### src/rtl/dest_reg_scoreboard_if.sv
// dest_reg_scoreboard_if
//   Bundles the stage-2 issue signals and the scoreboard results between
//   register stage 2, the issue logic and the register-file write port.
//   master: issue-side driver (stage 2 / testbench)
//   slave : the scoreboard itself
// Signals
//   issue_valid  instruction present in stage 2
//   rd_enable    instruction writes a register
//   rd_addr      destination address (don't-care when rd_enable=0)
//   rs_addr      source register 1
//   rt_addr      source register 2
//   rs_used      rs is a true source
//   rt_used      rt is a true source
//   flush        squash the issuing instruction and pipe[0]
//   stall        RAW hazard, hold stage 2 (combinational)
//   wb_valid     register-file write strobe (registered)
//   wb_addr      register-file write address (registered)
//   pending_mask bit r set while any live entry targets register r
interface dest_reg_scoreboard_if #(
  parameter int ADDR_W   = 5,
  parameter int NUM_REGS = 32
);
  logic              issue_valid;
  logic              rd_enable;
  logic [ADDR_W-1:0] rd_addr;
  logic [ADDR_W-1:0] rs_addr;
  logic [ADDR_W-1:0] rt_addr;
  logic              rs_used;
  logic              rt_used;
  logic              flush;
  logic              stall;
  logic              wb_valid;
  logic [ADDR_W-1:0] wb_addr;
  logic [NUM_REGS-1:0] pending_mask;

  modport master (
    output issue_valid, rd_enable, rd_addr, rs_addr, rt_addr,
           rs_used, rt_used, flush,
    input  stall, wb_valid, wb_addr, pending_mask
  );

  modport slave (
    input  issue_valid, rd_enable, rd_addr, rs_addr, rt_addr,
           rs_used, rt_used, flush,
    output stall, wb_valid, wb_addr, pending_mask
  );
endinterface

### src/rtl/dest_reg_scoreboard.sv
// dest_reg_scoreboard
//   Tracks in-flight destination-register writes in a fixed-latency shadow
//   pipeline, raises a RAW-hazard stall to the issue logic and produces the
//   register-file write-back strobe/address WB_LATENCY cycles after issue.
// Ports
//   clk    pipeline clock, rising edge
//   reset  synchronous reset, active-high; discards all in-flight writes
//   bus    dest_reg_scoreboard_if.slave (issue inputs, stall/wb/pending outputs)
// Build option
//   WB_BYPASS_EN  defined: register file is write-before-read, so the
//                 write-back stage (pipe[WB_LATENCY-1]) does not cause stalls.
//                 undefined: every pipe stage participates in hazard matching.
module dest_reg_scoreboard #(
  parameter int WB_LATENCY = 3,
  parameter int ADDR_W     = 5,
  parameter int NUM_REGS   = 32
) (
  input logic clk,
  input logic reset,
  dest_reg_scoreboard_if.slave bus
);

`ifdef WB_BYPASS_EN
  localparam int MATCH_N = WB_LATENCY - 1;
`else
  localparam int MATCH_N = WB_LATENCY;
`endif

  logic [WB_LATENCY-1:0] pipe_valid;
  logic [ADDR_W-1:0]     pipe_addr [WB_LATENCY];

  logic rs_hit;
  logic rt_hit;
  logic stall;
  logic accept;
  logic [NUM_REGS-1:0] pending;

  // Hazard match against live entries; register 0 never matches.
  always_comb begin
    rs_hit = 1'b0;
    rt_hit = 1'b0;
    for (int i = 0; i < MATCH_N; i++) begin
      if (pipe_valid[i] && (pipe_addr[i] == bus.rs_addr)) rs_hit = 1'b1;
      if (pipe_valid[i] && (pipe_addr[i] == bus.rt_addr)) rt_hit = 1'b1;
    end
    if (bus.rs_addr == '0) rs_hit = 1'b0;
    if (bus.rt_addr == '0) rt_hit = 1'b0;
  end

  assign stall  = bus.issue_valid & ~bus.flush &
                  ((bus.rs_used & rs_hit) | (bus.rt_used & rt_hit));

  // rd_enable gates first so an undriven rd_addr cannot leak into accept.
  assign accept = bus.issue_valid & bus.rd_enable & ~stall & ~bus.flush &
                  (bus.rd_enable ? (bus.rd_addr != '0) : 1'b0);

  always_comb begin
    pending = '0;
    for (int i = 0; i < WB_LATENCY; i++) begin
      if (pipe_valid[i]) pending[pipe_addr[i]] = 1'b1;
    end
  end

  // Shadow pipe shifts every cycle. Bubbles carry address 0 so wb_addr
  // stays clean whenever wb_valid is low. A flush kills both the incoming
  // instruction and the entry currently in pipe[0].
  always_ff @(posedge clk) begin
    if (reset) begin
      pipe_valid <= '0;
      for (int i = 0; i < WB_LATENCY; i++) pipe_addr[i] <= '0;
    end else begin
      pipe_valid[0] <= accept;
      pipe_addr[0]  <= accept ? bus.rd_addr : '0;
      for (int i = 1; i < WB_LATENCY; i++) begin
        if (i == 1) begin
          pipe_valid[i] <= pipe_valid[0] & ~bus.flush;
          pipe_addr[i]  <= bus.flush ? '0 : pipe_addr[0];
        end else begin
          pipe_valid[i] <= pipe_valid[i-1];
          pipe_addr[i]  <= pipe_addr[i-1];
        end
      end
    end
  end

  assign bus.stall        = stall;
  assign bus.wb_valid     = pipe_valid[WB_LATENCY-1];
  assign bus.wb_addr      = pipe_addr[WB_LATENCY-1];
  assign bus.pending_mask = pending;

endmodule

### src/flat_wrapper.sv
// flat-port wrapper written by rule: the top's interface ports become plain ports
module dest_reg_scoreboard_flat 
#(
  parameter int WB_LATENCY = 3,
  parameter int ADDR_W     = 5,
  parameter int NUM_REGS   = 32
)
  (clk, reset, bus_issue_valid, bus_rd_enable, bus_rd_addr, bus_rs_addr, bus_rt_addr, bus_rs_used, bus_rt_used, bus_flush, bus_stall, bus_wb_valid, bus_wb_addr, bus_pending_mask);
  dest_reg_scoreboard_if #(.ADDR_W(ADDR_W), .NUM_REGS(NUM_REGS)) bus_i ();
  input logic clk;
  input logic reset;
  input wire logic [$bits(bus_i.issue_valid)-1:0] bus_issue_valid;
  input wire logic [$bits(bus_i.rd_enable)-1:0] bus_rd_enable;
  input wire logic [$bits(bus_i.rd_addr)-1:0] bus_rd_addr;
  input wire logic [$bits(bus_i.rs_addr)-1:0] bus_rs_addr;
  input wire logic [$bits(bus_i.rt_addr)-1:0] bus_rt_addr;
  input wire logic [$bits(bus_i.rs_used)-1:0] bus_rs_used;
  input wire logic [$bits(bus_i.rt_used)-1:0] bus_rt_used;
  input wire logic [$bits(bus_i.flush)-1:0] bus_flush;
  output wire logic [$bits(bus_i.stall)-1:0] bus_stall;
  output wire logic [$bits(bus_i.wb_valid)-1:0] bus_wb_valid;
  output wire logic [$bits(bus_i.wb_addr)-1:0] bus_wb_addr;
  output wire logic [$bits(bus_i.pending_mask)-1:0] bus_pending_mask;
  assign bus_i.issue_valid = bus_issue_valid;
  assign bus_i.rd_enable = bus_rd_enable;
  assign bus_i.rd_addr = bus_rd_addr;
  assign bus_i.rs_addr = bus_rs_addr;
  assign bus_i.rt_addr = bus_rt_addr;
  assign bus_i.rs_used = bus_rs_used;
  assign bus_i.rt_used = bus_rt_used;
  assign bus_i.flush = bus_flush;
  assign bus_stall = bus_i.stall;
  assign bus_wb_valid = bus_i.wb_valid;
  assign bus_wb_addr = bus_i.wb_addr;
  assign bus_pending_mask = bus_i.pending_mask;
  dest_reg_scoreboard #(.WB_LATENCY(WB_LATENCY), .ADDR_W(ADDR_W), .NUM_REGS(NUM_REGS)) u_core (.clk(clk), .reset(reset), .bus(bus_i));
endmodule
### config.mk
export PLATFORM = sky130hd
export DESIGN_NAME = dest_reg_scoreboard_flat
export DESIGN_NICKNAME = d
export VERILOG_FILES = /design/src/rtl/dest_reg_scoreboard_if.sv /design/src/rtl/dest_reg_scoreboard.sv /design/src/flat_wrapper.sv
export SDC_FILE = /design/constraint.sdc
export NUM_CORES = 1
export LEC_CHECK = 0
export ABC_AREA = 1
export CAP_MARGIN = 20
export CORE_MARGIN = 2
export CORE_UTILIZATION = 42
export CTS_CLUSTER_DIAMETER = 120
export DETAILED_ROUTE_END_ITERATION = 8
export PLACE_DENSITY = 0.84
export REMOVE_ABC_BUFFERS = 1
export SLEW_MARGIN = 20
export SYNTH_ARGS = -nofsm -noshare
export SYNTH_HDL_FRONTEND = slang
export SYNTH_SLANG_ARGS = --single-unit
### constraint.sdc
create_clock -name clk -period 1.22 [get_ports clk]
set_input_delay 0.244 -clock clk [delete_from_list [all_inputs] [get_ports clk]]
set_output_delay 0.244 -clock clk [all_outputs]
set_load 0.005 [all_outputs]
==> impl_metrics.py, run 1 <==
metrics = {
    "synth": {
        "synthTopCellsByArea": "nand2_1 (34%), dfxtp_1 (19%), nand3_1 (11%), nor2_1 (8.5%), inv_1 (8.1%)",
        "ys_ff_latch": 18,
        "synthXorXnorAreaFrac": 0,
        "syn_area_sq_um": 1850,
        "synth_top_family_by_area": "simple AND/OR/NAND/NOR gates",
        "yosysUniqueCellTypes": 16,
        "muxShareOfSynthArea": 0,
        "yosysTopAreaCell": "nand2_1",
        "seq_area_frac_synth": 0.195,
        "synth_cells": 370,
        "yosys_warnings": 0,
        "synth.top_cell.area_share": 0.341,
        "synthSimpleGateAreaFrac": 0.658,
        "synth_fa_ha_area_frac": 0,
        "synth_compound_area_frac": 0.0338,
        "syn_area_per_cell_sq_um": 5.00,
    },
    "place": {
        "port_buffers": 60,
        "dp.cells": 565,
        "gp_congestion": 1.00,
        "dp_hpwl_mm": 6.23,
    },
    "clock_network": {
        "clockBufferDepth": 2,
        "cts_buffers": 3,
        "root_buffer": "clkbuf_8",
        "ctsHoldBuffers": 0,
        "post_cts_buffers": 60,
        "htree_levels": 1,
        "cts_resized": 345,
        "cts_sinks": 18,
    },
    "die": {
        "rows": 24,
        "initial_utilization": 0.431,
        "fp.dieH_um": 70.4,
        "io_pins": 61,
        "fp.dieW_um": 70.4,
    },
    "outcome": {
        "outcome": "aborted with a tool error",
        "stop_error": "[ERROR DPL-0033] detailed placement checks failed during check placement.",
        "lastStage": "4_1_cts",
    },
}
## synthesized netlist by cell type
cell type  instances
nor2_1            42
dfxtp_1           18
nand3_1           42
nor3_1            30
a21oi_1            2
nand2_1          168
o211ai_1           1
nand4_1            3
buf_2              3
inv_2              2
nor3_2             4
nand3_2            1
o21ai_0            8
o21ai_1            1
inv_1             40
buf_4              5
## per-stage QoR
step	hold WS, ns	cell area [sq um]	setup slack (ns)
after floorplan	0.316	1800	-0.150
after global placement	0.537	3160	-1.06
after detailed placement	0.550	3160	-1.12
## cells by family after synthesis
group | after synthesis
and+or+nand+nor | 290
AOI/OAI and AO/OA | 12
buffers and inverters | 50
DFF | 18
==> inputs of run 2 (changes only) <==
--- a/config.mk
+++ b/config.mk
@@ -8,10 +8,9 @@
 export ABC_AREA = 1
 export CAP_MARGIN = 20
 export CORE_MARGIN = 2
-export CORE_UTILIZATION = 42
-export CTS_CLUSTER_DIAMETER = 120
+export CORE_UTILIZATION = 30
 export DETAILED_ROUTE_END_ITERATION = 8
-export PLACE_DENSITY = 0.84
+export PLACE_DENSITY_LB_ADDON = 0.15
 export REMOVE_ABC_BUFFERS = 1
 export SLEW_MARGIN = 20
 export SYNTH_ARGS = -nofsm -noshare
==> constraint.sdc (replaced) <==
create_clock -name clk -period 1.6 [get_ports clk]
set_input_delay 0.32 -clock clk [delete_from_list [all_inputs] [get_ports clk]]
set_output_delay 0.32 -clock clk [all_outputs]
set_load 0.005 [all_outputs]
==> impl_metrics.py, run 2 <==
metrics = {
    "synth": {
        "syn_area_sq_um": 1850,
        "syn_area_per_cell_sq_um": 5.00,
        "seq_area_frac_synth": 0.195,
        "synth_top_flop_cell": "dfxtp_1",
        "synth_edf_count": 0,
        "ys_ff_latch": 18,
        "yosysTopAreaCell": "nand2_1",
        "synth.top_cell.area_share": 0.341,
        "yosysUniqueCellTypes": 16,
        "yosys_warnings": 0,
        "synth_cells": 370,
        "yosysMostFrequentCell": "nand2_1",
        "synthTopCellsByArea": "nand2_1 (34%), dfxtp_1 (19%), nand3_1 (11%), nor2_1 (8.5%), inv_1 (8.1%)",
        "ys_top_cells_by_count": "nand2_1 (168), nand3_1 (42), nor2_1 (42), inv_1 (40), nor3_1 (30)",
        "async_flop_share": 0,
    },
    "die": {
        "initial_utilization": 0.311,
        "fp.dieH_um": 82.5,
        "rows": 28,
        "core-area_sq_um": 5960,
        "dieArea_sq_um": 6810,
        "fp.dieW_um": 82.5,
        "io_pins": 61,
    },
    "place": {
        "dp_slack_ns": -0.861,
        "port_buffers": 60,
        "gp_congestion": 0.896,
        "dp_hpwl_mm": 6.35,
    },
    "critical_path": {
        "reg2reg_setup_slack_ns": 0.17,
        "crit_path_max_fanout": 4,
        "critPathLaunchType": "register",
        "timing.rr.start": "u_core.pipe_addr[0][7]",
        "crit_buf_inv": 6,
        "worstSetupEndpointType": "output port",
        "path_common_cell": "buf_6",
        "crit_chain": "buf_6 > buf_6 > nor3_2 > buf_4 > buf_6 > buf_6 > nand2_2 > nand3_2 > buf_2",
        "critPathRequiredTime_ns": 1.28,
        "critPathTopFamily": "buffers and inverters",
        "cpPeakStageDelay_ns": 0.34,
        "worstRegToRegCells": 9,
        "slowest_stage": "dfxtp_2",
        "path_class": "register to output port",
        "arrival_ns": 1.51,
        "reg2reg_to": "u_core.pipe_addr[0][4]",
    },
    "hold_path": {
        "worstHoldStart": "u_core.pipe_addr[0][4]",
        "hold_end": "u_core.pipe_addr[0][9]",
        "whs_path_depth": 2,
        "hold_class": "register to register",
    },
    "timing": {
        "worst_hold_slack_ns": 0.499,
        "setup_viol": 33,
        "fin_crit_ns": 1.83,
        "tightest_slew_ns": 0.308,
        "worst_slack_ns": -0.230,
        "report.final.slew_viol_count": 0,
        "clock_skew_ns": 0.00702,
        "period_share": 1.14,
        "maxSlewHeadroom": 0.794,
        "finalHoldViolCount": 0,
        "grt_setup_unrepaired": "yes",
        "setup_tns_ns": -5.43,
        "max_freq_ghz": 0.546,
    },
    "detailed_routing": {
        "post_drt_wl_per_cell_um": 16.2,
        "drt_iter0_markers": 281,
        "drt_wl_total_mm": 10.3,
        "avgViaCountPerCell": 5.12,
        "ant_nets": 0,
        "drc": 0,
        "first_pass_iters": 8,
        "vias": 3259,
    },
    "layout": {
        "seq_area_sq_um": 398,
        "diodes": 0,
        "drive_gt1_frac": 0.553,
        "final_cell_mix": "nand2_1 (124), buf_6 (68), buf_4 (61)",
        "largest_register": "u_core.pipe_addr",
        "top_regs": "u_core.pipe_addr: 15 flops, u_core.pipe_valid: 3 flops",
        "layout.nets": 584,
        "synthToLayoutAreaGrowth_pct": 133,
        "largest_reg_flops": 15,
        "num-fill-cells": 452,
        "multiInputGateArea_sq_um": 1810,
        "final_common_cell": "nand2_1",
    },
    "clock_network": {
        "cts_buffers": 3,
        "cts_sinks": 18,
        "path_clk_slew_ns": 0.08,
        "tritoncts": "built",
        "clockBufferDepth": 2,
        "root_buffer": "clkbuf_8",
        "htree_levels": 1,
        "clock_latency_ns": 0.26,
        "ctsHoldBuffers": 0,
    },
    "pwr": {
        "irDropWorstVdd_mv": 0.377,
        "p_per_area_nw_per_um2": 251,
        "p_switching_mw": 0.295,
        "combPwrFrac": 0.230,
        "leakagePower_nw": 2.40,
        "p_int_mw": 0.786,
        "swShare": 0.273,
        "p_clk_frac": 0.355,
        "p_seq_frac": 0.415,
    },
    "global_route": {
        "grt_pass1_wl_mm": 14.3,
        "overflow": 0,
        "grt_max_degree": 11,
        "grt_pass1_vias": 2990,
        "antenna_found_initial": 0,
        "track_usage": 0.283,
    },
    "run": {
        "drv_cap": 0,
    },
    "outcome": {
        "outcome": "finished with violations",
        "violations": "negative setup slack",
    },
}
## run 2: cell counts after synthesis
No cell type changed its count.
## run 2: metal layers
layer,global-route usage,part of all wire
met1,0.330,0.37
met2,0.527,0.50
met3,0.0424,0.090
met4,0.0902,0.040
met5,0,0
## run 2: power groups by stage
stage                     combinational [mW]  clock, mW  sequential (mW)
after global routing                   0.271      0.404            0.449
after floorplan                       0.0744          0            0.467
final                                  0.249      0.383            0.449
after global placement                 0.204          0            0.466
after CTS                              0.224      0.384            0.453
after detailed placement               0.203          0            0.466
## run 2: worst min-delay path, cell delays in order, from the launching register on
cell and delay [ns]:
dfxtp_2 0.34, inv_4 0.08, nor2_1 0.05
## run 2: worst max-delay path by stage
stage	start	to	cells after the start
3_3_place_gp	bus_rs_addr[4]	bus_stall	10
5_1_grt	u_core.pipe_addr[0][10]	bus_stall	9
3_5_place_dp	bus_rs_addr[4]	bus_stall	10
2_1_floorplan	u_core.pipe_valid[2]	bus_pending_mask[28]	4
4_1_cts	u_core.pipe_addr[0][13]	bus_stall	10
6_report	u_core.pipe_addr[0][4]	bus_pending_mask[7]	9
## run 2: logic make-up after synthesis
kind of cell	synth area share
AO/OA/AOI/OAI	0.0338
AND/OR/NAND/NOR	0.658
buffers and inverters	0.114
flip-flops	0.195
## run 2: layout make-up
class / instances / area share
clock buffers: 4 / 0.0128
inverters: 42 / 0.0401
multi-input cells: 302 / 0.420
flip-flops and latches: 18 / 0.0924
well taps: 75 / 0.0218
repair buffers: 195 / 0.413
## run 2: what timing repair did
| item | in CTS | in global routing |
|---|---|---|
| buffers inserted | 42 | 3 |
| pin swaps | 61 | 31 |
| resized for setup | 301 | 96 |
| endpoints found under the setup margin | 42 | 36 |
## run 2: per-stage QoR
stage / util / total power [mW] / cell area (sq um) / instances
final: 0.723 / 1.08 / 4310 / 636
after CTS: 0.656 / 1.06 / 3910 / 634
after floorplan: - / 0.542 / 1800 / 362
after global routing: 0.723 / 1.12 / 4310 / 636
after global placement: 0.540 / 0.669 / 3220 / 592
after detailed placement: 0.540 / 0.669 / 3220 / 592
No activity file was read; power rests on OpenSTA's default activity.
